<file path="src/rtl/nn_pkg.sv">
// Shared widths, saturation limit, sequencer state encoding and the
// accumulate-term helpers for the neuron MAC sequencer.
package nn_pkg;

  localparam int ACC_W = 21;
  localparam int DATA_W = 8;
  localparam logic [DATA_W-1:0] SAT_MAX = 8'd127;

  typedef enum logic [2:0] {
    ST_IDLE  = 3'd0,
    ST_ACCUM = 3'd1,
    ST_DRAIN = 3'd2,
    ST_SAT   = 3'd3,
    ST_OUT   = 3'd4,
    ST_DONE  = 3'd5
  } state_t;

  // Signed 8x8 product, sign-extended to the accumulator width.
  function automatic logic signed [ACC_W-1:0] mac_term(input logic [DATA_W-1:0] a,
                                                       input logic [DATA_W-1:0] b);
    logic signed [2*DATA_W-1:0] p;
    p = $signed({{DATA_W{a[DATA_W-1]}}, a}) * $signed({{DATA_W{b[DATA_W-1]}}, b});
    return {{(ACC_W-2*DATA_W){p[2*DATA_W-1]}}, p};
  endfunction

  function automatic logic signed [ACC_W-1:0] bias_term(input logic [DATA_W-1:0] b);
    return {{(ACC_W-DATA_W){b[DATA_W-1]}}, b};
  endfunction

endpackage

</file>
<file path="src/rtl/relu_saturation.sv">
// Clamps a signed accumulator to an 8-bit activation in 0..SAT_MAX.
module relu_saturation
  import nn_pkg::*;
(
  input  logic signed [ACC_W-1:0]  acc,
  output logic        [DATA_W-1:0] act
);

  // Negative -> 0, anything with a bit at or above 2^7 -> SAT_MAX, else pass through.
  always_comb begin
    act = {DATA_W{1'b0}};
    if (acc[ACC_W-1]) begin
      act = {DATA_W{1'b0}};
    end else if (|acc[ACC_W-2:DATA_W-1]) begin
      act = SAT_MAX;
    end else begin
      act = acc[DATA_W-1:0];
    end
  end

endmodule

</file>
<file path="src/rtl/neuron_mac_sequencer.sv">
// Evaluates one MLP layer neuron by neuron on a shared MAC + ReLU-saturate
// datapath, streaming each activation out on a valid/ready port.
module neuron_mac_sequencer
  import nn_pkg::*;
#(
  parameter int NUM_INPUTS  = 62,
  parameter int NUM_NEURONS = 30,
  parameter int X_AW = (NUM_INPUTS > 1) ? $clog2(NUM_INPUTS) : 1,
  parameter int W_AW = $clog2(NUM_NEURONS * (NUM_INPUTS + 1)),
  parameter int N_W  = (NUM_NEURONS > 1) ? $clog2(NUM_NEURONS) : 1
) (
  input  logic            clk,
  input  logic            rst_n,
  input  logic            start,
  output logic            busy,
  output logic            done,
  output logic [X_AW-1:0] x_addr,
  input  logic [7:0]      x_data,
  output logic [W_AW-1:0] w_addr,
  input  logic [7:0]      w_data,
  output logic            out_valid,
  input  logic            out_ready,
  output logic [7:0]      out_data,
  output logic [N_W-1:0]  out_idx
);

  localparam int K_W = $clog2(NUM_INPUTS + 1);
  localparam logic [K_W-1:0]  K_LAST = K_W'(NUM_INPUTS);
  localparam logic [X_AW-1:0] X_LAST = X_AW'(NUM_INPUTS - 1);
  localparam logic [N_W-1:0]  N_LAST = N_W'(NUM_NEURONS - 1);

  state_t                   state_r;
  logic [K_W-1:0]           k_r;
  logic [N_W-1:0]           n_r;
  logic signed [ACC_W-1:0]  acc_r;
  logic                     pipe_vld_r;
  logic [X_AW-1:0]          x_addr_r;
  logic [W_AW-1:0]          w_addr_r;
  logic                     out_valid_r;
  logic [DATA_W-1:0]        out_data_r;
  logic [N_W-1:0]           out_idx_r;
  logic                     busy_r;
  logic                     done_r;
  logic [DATA_W-1:0]        act_s;

  relu_saturation u_relu (
    .acc (acc_r),
    .act (act_s)
  );

  // Sequencer FSM plus the accumulate path, which lags address issue by one cycle.
  always_ff @(posedge clk or negedge rst_n) begin
    if (!rst_n) begin
      state_r     <= ST_IDLE;
      k_r         <= {K_W{1'b0}};
      n_r         <= {N_W{1'b0}};
      acc_r       <= {ACC_W{1'b0}};
      pipe_vld_r  <= 1'b0;
      x_addr_r    <= {X_AW{1'b0}};
      w_addr_r    <= {W_AW{1'b0}};
      out_valid_r <= 1'b0;
      out_data_r  <= {DATA_W{1'b0}};
      out_idx_r   <= {N_W{1'b0}};
      busy_r      <= 1'b0;
      done_r      <= 1'b0;
    end else begin
      // Flag set on every issue edge; in DRAIN the arriving word is the bias.
      pipe_vld_r <= (state_r == ST_ACCUM);
      if (pipe_vld_r) begin
        if (state_r == ST_DRAIN) begin
          acc_r <= acc_r + bias_term(w_data);
        end else begin
          acc_r <= acc_r + mac_term(x_data, w_data);
        end
      end

      case (state_r)
        ST_IDLE: begin
          if (start) begin
            state_r  <= ST_ACCUM;
            busy_r   <= 1'b1;
            k_r      <= {K_W{1'b0}};
            n_r      <= {N_W{1'b0}};
            acc_r    <= {ACC_W{1'b0}};
            x_addr_r <= {X_AW{1'b0}};
            w_addr_r <= {W_AW{1'b0}};
          end
        end
        ST_ACCUM: begin
          k_r <= k_r + K_W'(1'b1);
          if (k_r == K_LAST) begin
            state_r <= ST_DRAIN;
          end else begin
            w_addr_r <= w_addr_r + W_AW'(1'b1);
            if (x_addr_r != X_LAST) begin
              x_addr_r <= x_addr_r + X_AW'(1'b1);
            end
          end
        end
        ST_DRAIN: begin
          state_r <= ST_SAT;
        end
        ST_SAT: begin
          out_data_r  <= act_s;
          out_idx_r   <= n_r;
          out_valid_r <= 1'b1;
          state_r     <= ST_OUT;
        end
        ST_OUT: begin
          if (out_ready) begin
            out_valid_r <= 1'b0;
            if (n_r != N_LAST) begin
              // Next neuron's weights start right after this neuron's bias word.
              n_r      <= n_r + N_W'(1'b1);
              k_r      <= {K_W{1'b0}};
              acc_r    <= {ACC_W{1'b0}};
              x_addr_r <= {X_AW{1'b0}};
              w_addr_r <= w_addr_r + W_AW'(1'b1);
              state_r  <= ST_ACCUM;
            end else begin
              done_r  <= 1'b1;
              state_r <= ST_DONE;
            end
          end
        end
        ST_DONE: begin
          done_r  <= 1'b0;
          busy_r  <= 1'b0;
          state_r <= ST_IDLE;
        end
        default: begin
          state_r     <= ST_IDLE;
          busy_r      <= 1'b0;
          done_r      <= 1'b0;
          out_valid_r <= 1'b0;
        end
      endcase
    end
  end

  assign busy      = busy_r;
  assign done      = done_r;
  assign x_addr    = x_addr_r;
  assign w_addr    = w_addr_r;
  assign out_valid = out_valid_r;
  assign out_data  = out_data_r;
  assign out_idx   = out_idx_r;

endmodule

</file>
<file path="config.mk">
export PLATFORM = sky130hd
export DESIGN_NAME = neuron_mac_sequencer
export DESIGN_NICKNAME = d
export VERILOG_FILES = /design/src/rtl/nn_pkg.sv /design/src/rtl/relu_saturation.sv /design/src/rtl/neuron_mac_sequencer.sv
export SDC_FILE = /design/constraint.sdc
export NUM_CORES = 1
export LEC_CHECK = 0
export ABC_CLOCK_PERIOD_IN_PS = 4820
export CORE_MARGIN = 2
export CORE_UTILIZATION = 55
export DETAILED_ROUTE_END_ITERATION = 8
export GPL_TIMING_DRIVEN = 0
export HOLD_SLACK_MARGIN = 0.15
export MAX_ROUTING_LAYER = met4
export PLACE_DENSITY = 0.78
export SETUP_SLACK_MARGIN = 0.15
export SYNTH_ARGS = -nofsm -noshare
export SYNTH_HDL_FRONTEND = slang
export SYNTH_SLANG_ARGS = --single-unit
</file>
<file path="constraint.sdc">
create_clock -name clk -period 4.82 [get_ports clk]
set_clock_uncertainty 0.2 [all_clocks]
set_input_delay 0.723 -clock clk [delete_from_list [all_inputs] [get_ports clk]]
set_output_delay 0.723 -clock clk [all_outputs]
set_load 0.01 [all_outputs]
</file>
==> run summary, run 1 <==
Met3 Resource Use GR: 0.0409
Ports: 53
Clk slew on worst S/H paths: 0.05 ns
Hpwl dp: 13.5 mm
Nets: 1113
Synth cell types: 52
Layout cells sized above 1: 0.160
Final hold viol count: 0
Hold WC Path Type: flip-flop to flip-flop
CTS tree: built
Setup ws final: -0.430 ns
DR vias/cell: 5.84
Clk sink count: 69
Worst Reg2Reg Path Length in Cells: 19
Slew @ Worst Pin: 0.967 ns
CP required: 4.83 ns
Routed wire per std cell: 17.6 um
Core area: 13800 um^2
WHS Endpoint: out_data[1]
Post-layout minimum cycle time: 5.25 ns
Highest clock rate: 0.190 GHz
I/O Buffers: 52
WL final: 19.5 mm
Antenna Violating Nets Remaining: 0
Crit Path Class: input pin to flip-flop
Total number of vias: 6478
M2 GR Usage: 0.471
Hold Startpoint: out_data[1]
H-tree levels: 3
Final Setup Violations: 11
Largest net degree at the start of global routing: 70
Sequential share of the synthesized area: 0.222
Skew-Pair Late Insertion Delay: 0.32 ns
Data arrival, critical path: 5.26 ns
Relative slew margins: 0.353
Hold-fix buffers, CTS: 0
Grt met1 use: 0.340
N_diodes: 0
EDFF count, synth: 0
Starting Density: 0.562
Chip height: 123 um
Hold Path Depth: 2
Gr usage total: 0.276
Gr busiest metal: met2
RSZ-0062 raised after global routing: true
Reg-to-Reg Start: acc_r[6]
Top cell type by total area after synthesis: fa_1
Mapped Cells: 835
First-pass DRT Iterations: 5
Standard-cell rows: 43
R2r endpoint: acc_r[19]
Most frequent cells after synthesis: 104 x inv_1, 93 x fa_1, 81 x nand2_1
CTS Root Cell: clkbuf_16
Max-slew violations: 0
Period utilization: 1.09
Synth top area cells: fa_1 24%, dfrtp_1 22%, ha_1 12%
Iter 0 DRT Violations: 373
Post-synth top flop: dfrtp_1
Grt ovf: 0
Area Growth Syn to Fin: 23.8%
Die Area: 15100 um^2
Crit start category: input pin
Inserted Clock Buffers: 9
Top-count cell post-synth: inv_1
Vias in the first global route: 6787
Mapped Area: 7770 um^2
Outcome: finished with violations
Crit Path Max Fanout: 9
Die X: 123 um
Flop2flop setup slack: -0.28 ns
Fraction of registers with async set or reset after synthesis: 1.00
Placer congestion estimate: 0.914
Synth Net Count: 1023
WHS: 0.282 ns
FF+latch count, synth: 69
Synth warnings: 0
Critical Path Sink Type: flip-flop
Clk buf depth: 2
Failing checks: setup timing
Post-synth top area share: 0.240
Global-route wire length before repair: 32.1 mm
Max cap viols: 0
Post-Syn Area per Cell: 9.30 um^2
DR DRC count: 0
Initial antenna violation count: 0
## placed cells by master (no fill, tap or decap), drive strengths merged, types with 3 or more instances in the layout
cell,instances
ha,75
nand3,14
a21oi,36
a311oi,4
and2,33
o31ai,9
mux2,5
a211o,4
nand2b,11
inv,104
o21ai,55
o21bai,7
and3,11
nor3,7
nor2,67
xor2,21
xnor2,26
fa,93
o21a,5
a31oi,11
nor2b,4
clkbuf,27
nand2,81
o211ai,3
dfrtp,69
mux2i,5
nand4,13
o41ai,3
clkdlybuf4s50,35
a211oi,7
or2,3
buf,49
or3,5
a21o,9
## how the worst max path moves through the flow
stage,start,endpoint,slack (ns),cells after the start
after floorplan,x_data[7],acc_r[19],-0.46,18
after global placement,w_data[7],acc_r[19],-2.29,18
after detailed placement,w_data[7],acc_r[19],-2.33,18
after CTS,x_data[0],acc_r[19],-0.43,18
after global routing,w_data[0],acc_r[19],-0.57,21
final,w_data[0],acc_r[17],-0.43,21
## critical path, stage by stage
cell     delay [ns]
buf_8          0.12
and2_4         0.17
buf_8          0.14
buf_12         0.15
fa_1           0.50
inv_1          0.05
fa_1           0.49
inv_1          0.05
fa_1           0.54
fa_1           0.45
ha_4           0.30
ha_4           0.21
a21oi_2        0.19
o21ai_1        0.12
a21oi_2        0.19
o41ai_4        0.11
a31oi_2        0.22
xor2_1         0.19
o21ai_1        0.08
a21oi_1        0.18
nor2_1         0.06
## sequential cells by signal, summed over array words and instances, names as in the netlist
register / count
n_r: 5
out_idx: 5
out_valid: 1
out_data: 8
done: 1
w_addr: 11
busy: 1
pipe_vld_r: 1
x_addr: 6
state_r: 3
k_r: 6
acc_r: 21
## routing by layer
| metal | part of all wire | vias to the layer above |
|---|---|---|
| li1 | - | 2961 |
| met1 | 0.41 | 3255 |
| met2 | 0.51 | 204 |
| met3 | 0.050 | 58 |
| met4 | 0.026 | 0 |
| met5 | 0 | - |
## area by class of cell
cell class,count,area (um^2)
multi-input combinational,642,6090
inverter,105,407
tap,180,225
clock buffer,13,240
sequential,69,1730
clock inverter,2,35.0
buffer,19,83.8
fill,999,4210
timing repair buffer,79,807
## per-stage QoR
step / area [um^2] / setup slack (ns) / TNS (ns) / instances / util
finish: 9620 / -0.430 / -2.61 / 1109 / 0.695
floorplan: 7820 / -0.456 / -2.56 / 835 / -
detailed placement: 8560 / -2.33 / -27.37 / 1067 / 0.619
global route: 9620 / -0.571 / -4.10 / 1109 / 0.695
global placement: 8560 / -2.29 / -26.79 / 1067 / 0.619
CTS: 9370 / -0.430 / -2.28 / 1100 / 0.678
## kinds of logic (layout without fill, tap and decap cells)
| family | Yosys count | count (layout) | share of synthesized area |
|---|---|---|---|
| simple gates | 255 | 255 | 0.155 |
| fa+ha+maj | 168 | 168 | 0.361 |
| compound gates | 162 | 162 | 0.135 |
| buf+inv | 124 | 218 | 0.0601 |
| flops | 69 | 69 | 0.222 |
| xor+xnor | 47 | 47 | 0.0530 |
| mux | 10 | 10 | 0.0137 |
## repair_timing
item / in CTS / in global routing
setup buffers: 18 / 9
pin swaps: 48 / 40
resized for setup: 171 / 40
endpoints found under the setup margin: 16 / 14
Power of run 1 is not shown: default switching activity piles up to over one toggle a cycle in this logic, so the estimate is an artifact.
==> inputs of run 2 (changes only) <==
HOLD_SLACK_MARGIN = 0.1   (was 0.15)
==> results of run 2 <==
Final layout, timing and power as in run 1 (identical DEF).
Power of run 2 is left out for the same reason.
==> inputs of run 3 (changes only) <==
CORE_UTILIZATION = 56   (was 55)
CTS_BUF_LIST = sky130_fd_sc_hd__clkbuf_2 sky130_fd_sc_hd__clkbuf_4 sky130_fd_sc_hd__clkbuf_8   (was default)
PLACE_DENSITY = 0.79   (was 0.78)
==> run 3 against run 2 <==
Worst hold slack barely moved. Final area rose by 1.5%. Worst setup slack got worse by 0.044 ns. Critical path depth rose by 1. Critical path type unchanged. The run still ends with setup timing left. Maximum frequency fell by 0.82%.
==> run summary, run 3 (same netlist as run 1, synthesis figures left out) <==
First-pass DRT Iterations: 7 (+2)
Failing checks: setup timing
Slew @ Worst Pin: 0.941 ns (-0.0260 ns)
Most flops, register: acc_r
M1 wire length: 8.02 mm (-0.40%)
Initial antenna violation count: 0 (unchanged)
Max cap viols: 0 (unchanged)
Post-layout minimum cycle time: 5.29 ns (+0.0436 ns)
DR vias/cell: 5.78 (-1.1%)
WL final: 20.5 mm (+5.2%)
Total number of vias: 6481 (+0.046%)
Hold-fix buffers, CTS: 0 (unchanged)
Nets: 1125 (+1.1%)
Outcome: finished with violations
Area Growth Syn to Fin: 25.6%
Hpwl dp: 13.7 mm (+0.95%)
Footprint of the multi-input gates: 6180 um^2 (+1.5%)
Core area: 13700 um^2 (-0.78%)
Data arrival, critical path: 5.33 ns (+0.07 ns)
Antenna Violating Nets Remaining: 0 (unchanged)
Clk buf depth: 2 (unchanged)
CP required: 4.86 ns (+0.03 ns)
Clk sink count: 69 (unchanged)
Setup WS pre-CTS: -2.26 ns (+0.0741 ns)
Setup ws final: -0.474 ns (-0.0436 ns)
Relative slew margins: 0.369 (+0.0159)
Final hold viol count: 0 (unchanged)
Grt ovf: 0 (unchanged)
DR top layer: met4
N_diodes: 0 (unchanged)
Layout cells sized above 1: 0.190 (+0.0296)
H-tree levels: 3 (unchanged)
Starting Density: 0.566 (+0.00441)
Inserted Clock Buffers: 9 (unchanged)
RSZ-0062 raised after global routing: true
Die Area: 14800 um^2 (-1.7%)
Chip height: 122 um (-0.87%)
Gr usage total: 0.277 (+0.00111)
Placer congestion estimate: 0.966 (+5.6%)
DR DRC count: 0 (unchanged)
# fillers: 992 (-0.70%)
Vias in the first global route: 6627 (-2.4%)
Highest clock rate: 0.189 GHz (-0.82%)
Final Setup Violations: 10 (-1)
Most common cell after layout, fill and taps aside: inv_1
Iter 0 DRT Violations: 318 (-15%)
Global-route wire length before repair: 31.6 mm (-1.5%)
Crit Path Max Fanout: 5 (-4)
Register Area: 1730 um^2 (unchanged)
CTS tree: built
Period utilization: 1.10 (+0.00905)
Skew-Pair Late Insertion Delay: 0.36 ns (+0.04 ns)
Metal2 WL: 10.8 mm (+8.8%)
Max-slew violations: 0 (unchanged)
Most frequent cells in the layout: 96 x inv_1, 85 x fa_1, 72 x nand2_1, 69 x dfrtp_1, 62 x nor2_1
Crit start category: input pin
Routed wire per std cell: 18.3 um (+4.0%)
Clk slew on worst S/H paths: 0.08 ns (+0.03 ns)
Met3 wire len: 1.08 mm (+10%)
CTS Root Cell: clkbuf_8
Die X: 122 um (-0.87%)
Max reg flops: 21 (unchanged)
Ports: 53 (unchanged)
Hold WC Path Type: input pin to async pin
Crit Path Class: input pin to flip-flop
Largest net degree at the start of global routing: 70 (unchanged)
Standard-cell rows: 43 (unchanged)
Critical Path Sink Type: flip-flop
I/O Buffers: 52 (unchanged)
## run 3: worst max-delay path: stages
cell and delay, ns:
buf_12 0.11, and2_4 0.16, buf_4 0.16, buf_6 0.14, fa_1 0.50, inv_1 0.05
fa_1 0.52, inv_1 0.07, fa_2 0.58, fa_1 0.46, ha_4 0.19, ha_4 0.26
a21oi_4 0.17, o21ai_2 0.09, a21oi_2 0.18, o41ai_4 0.11, a31oi_2 0.21, buf_4 0.16
xor2_1 0.16, o21ai_1 0.08, a21oi_1 0.19, nor2_1 0.06
## run 3: per-stage QoR
step / TNS (ns) / util / instances / instance area, um^2 / hold slack [ns]
2_1_floorplan: -2.56 / - / 835 / 7820 / 0.227
3_3_place_gp: -26.35 / 0.624 / 1067 / 8560 / 0.264
3_5_place_dp: -26.83 / 0.624 / 1067 / 8560 / 0.265
4_1_cts: -2.30 / 0.673 / 1107 / 9230 / 0.282
5_1_grt: -3.83 / 0.711 / 1122 / 9760 / 0.320
6_report: -2.65 / 0.711 / 1122 / 9760 / 0.282
## run 3: cell type report
type	instances	area share
Clock inverter	6	0.00885
Buffer	19	0.00962
Inverter	105	0.0417
Multi-Input combinational cell	642	0.634
Tap cell	180	0.0231
Timing Repair Buffer	91	0.0918
Clock buffer	10	0.0141
Sequential cell	69	0.177
## run 3: routing by layer
metal / global-route usage / up-vias
li1: - / 2984
met3: 0.0454 / 68
met5: - / -
met1: 0.345 / 3188
met4: 0.0912 / 0
met2: 0.464 / 241
## run 3: final timing paths
path                             startpoint          end  slack (ns)  cells after the start
worst max-delay path              x_data[7]    acc_r[17]       -0.47                     22
max in group asynchronous             rst_n     acc_r[2]        3.57                      1
min in group clk                out_data[3]  out_data[3]        0.28                      2
worst max register to register     acc_r[6]    acc_r[17]       -0.40                     20
worst min register to register  out_data[3]  out_data[3]        0.28                      2
worst min-delay path                  rst_n    w_addr[9]        0.28                      1
## run 3: timing repair
action,in CTS,in global routing
buffers inserted,24,15
pin swaps,40,53
setup endpoints to repair,16,14
resized for setup,146,86
Power of run 3 is left out for the same reason.
==> RTL edit, RTL diff (flow settings as in run 3) <==
Encoding of `state_t`: now one-hot (6 bits for 6 states).
--- a/src/rtl/nn_pkg.sv
+++ b/src/rtl/nn_pkg.sv
@@ -6,13 +6,13 @@
   localparam int DATA_W = 8;
   localparam logic [DATA_W-1:0] SAT_MAX = 8'd127;
 
-  typedef enum logic [2:0] {
-    ST_IDLE  = 3'd0,
-    ST_ACCUM = 3'd1,
-    ST_DRAIN = 3'd2,
-    ST_SAT   = 3'd3,
-    ST_OUT   = 3'd4,
-    ST_DONE  = 3'd5
+  typedef enum logic [5:0] {
+    ST_IDLE  = 6'b000001,
+    ST_ACCUM = 6'b000010,
+    ST_DRAIN = 6'b000100,
+    ST_SAT   = 6'b001000,
+    ST_OUT   = 6'b010000,
+    ST_DONE  = 6'b100000
   } state_t;
 
   // Signed 8x8 product, sign-extended to the accumulator width.
Function: no difference found for any inputs over 10 cycles, from zero or initial values and one cycle with rst_n low; not proved beyond that.
==> RTL edit against run 3 <==
The flow still finishes with violations (negative setup slack). Area after synthesis grew 2.1%. Maximum frequency grew 2.2%. Critical endpoint is now acc_r[15]. Utilization shrank 1.5 points. Design area shrank 1.0%. Wire length shrank 5.6%. Sequential cell count grew 3. Setup slack gained 0.12 ns. Global-route usage shrank 0.46 points.
Power is left out: the tool's default activity adds up to more than one toggle a clock period on the data nets, which glitch-free logic cannot reach.
==> RTL edit: results <==
group,metric,value,unit
detailed_routing,via_count,6487,
synthesis,ys_top_cells_by_area,"fa_1 23%, dfrtp_1 22%, ha_1 12%",
worst_setup_path,worstPathArrival,5.23,ns
finish,fillCellCount,1018,
worst_setup_path,critPathMaxStageDelay,0.55,ns
placed_design,dpl.hpwl,13680,microns
run_status,outcome,"complete, but fails checks",
grt,grt_pass1_wl,31570,microns
worst_setup_path,crit_start,"w_data[0]",
synthesis,synth_compound_area_share,13.86,%
synthesis,synth_fa_ha_area_share,35.32,%
synthesis,yosysSeqAreaShare,22.74,%
finish,drive_gt1_share,15.46,%
grt,gr-usage-all-layers,27.28,%
detailed_routing,drtIter0Drc,414,
finish,final-clk-cell-share,2.345,%
worst_setup_path,reg2regPathDepth,21,
run_status,violations,"negative setup slack",
worst_setup_path,worst-path-max-fanout,8,
grt,antenna_found_initial,0,
finish,syn_to_final_growth,21.83,%
timing,fin_hold_ws,0.2771,ns
worst_setup_path,r2r_slack,-0.27,ns
finish,seqCellArea,0.001803,sq mm
synthesis,ys_seq_elements,72,
timing,finalSetupViolations,10,
synthesis,syn_nets,1029,
finish,multi_input_area,0.006125,sq mm
finish,fin_nets,1121,
timing,tightest_slew,0.8904,ns
grt,grt_max_degree,73,
detailed_routing,firstDrtPassIters,6,
finish,bufAreaShareNonClock,9.107,%
placed_design,gp_congestion,0.8832,
synthesis,synthXorXnorAreaFrac,5.193,%
finish,clock_buffers,9,
synthesis,synthDistinctLibCells,56,
finish,multi_input_cells,650,
timing,fin_ws,-0.3578,ns
[RTL edit: cell count changes in the layout (fill, tap and decap cells not counted), sizes merged, moves of 6 or more]
cell / before / now
buf: 59 / 46
nand3: 14 / 24
a211oi: 7 / 13
nor2: 67 / 61
o211ai: 3 / 9
[RTL edit: per-layer routing]
| metal | GRT usage [%] | vias up | wire [microns] |
|---|---|---|---|
| met3 | 2.906 | 48 | 987 |
| met1 | 35.89 | 3209 | 8244 |
| met4 | 8.097 | 0 | 459 |
| li1 | - | 3028 | - |
| met5 | - | - | 0 |
| met2 | 45.10 | 202 | 9682 |
[RTL edit: through the flow]
step | setup TNS [ns] | util [%] | std cells | cell area [sq um] | setup WS (ns)
2_1_floorplan | -2.504 | - | 841 | 8029 | -0.4573
3_3_place_gp | -23.45 | 63.21 | 1073 | 8775 | -2.052
3_5_place_dp | -23.30 | 63.20 | 1073 | 8772 | -2.006
4_1_cts | -1.808 | 67.87 | 1109 | 9422 | -0.3440
5_1_grt | -4.089 | 69.58 | 1118 | 9658 | -0.5082
6_report | -2.771 | 69.58 | 1118 | 9658 | -0.3578
[RTL edit: worst reg2reg max path, stage by stage, from the launching register on]
cell and delay [ns]:
dfrtp_1 0.44, inv_1 0.09, fa_1 0.55, inv_2 0.04, fa_1 0.53, inv_2 0.05
fa_1 0.48, inv_1 0.05, fa_2 0.34, fa_1 0.55, ha_4 0.22, buf_4 0.14
nand3_2 0.06, o211ai_1 0.16, nand2b_4 0.24, buf_6 0.16, buf_12 0.12, a21oi_4 0.13
xor2_1 0.16, o21ai_1 0.07, a21oi_1 0.14, nor2_1 0.05
[RTL edit: timing repair]
action	in CTS	in global routing
gates resized for setup	164	26
endpoints found under the setup margin	16	14
buffers inserted	20	9
endpoints found under the hold margin	0	0
pin swaps	47	33
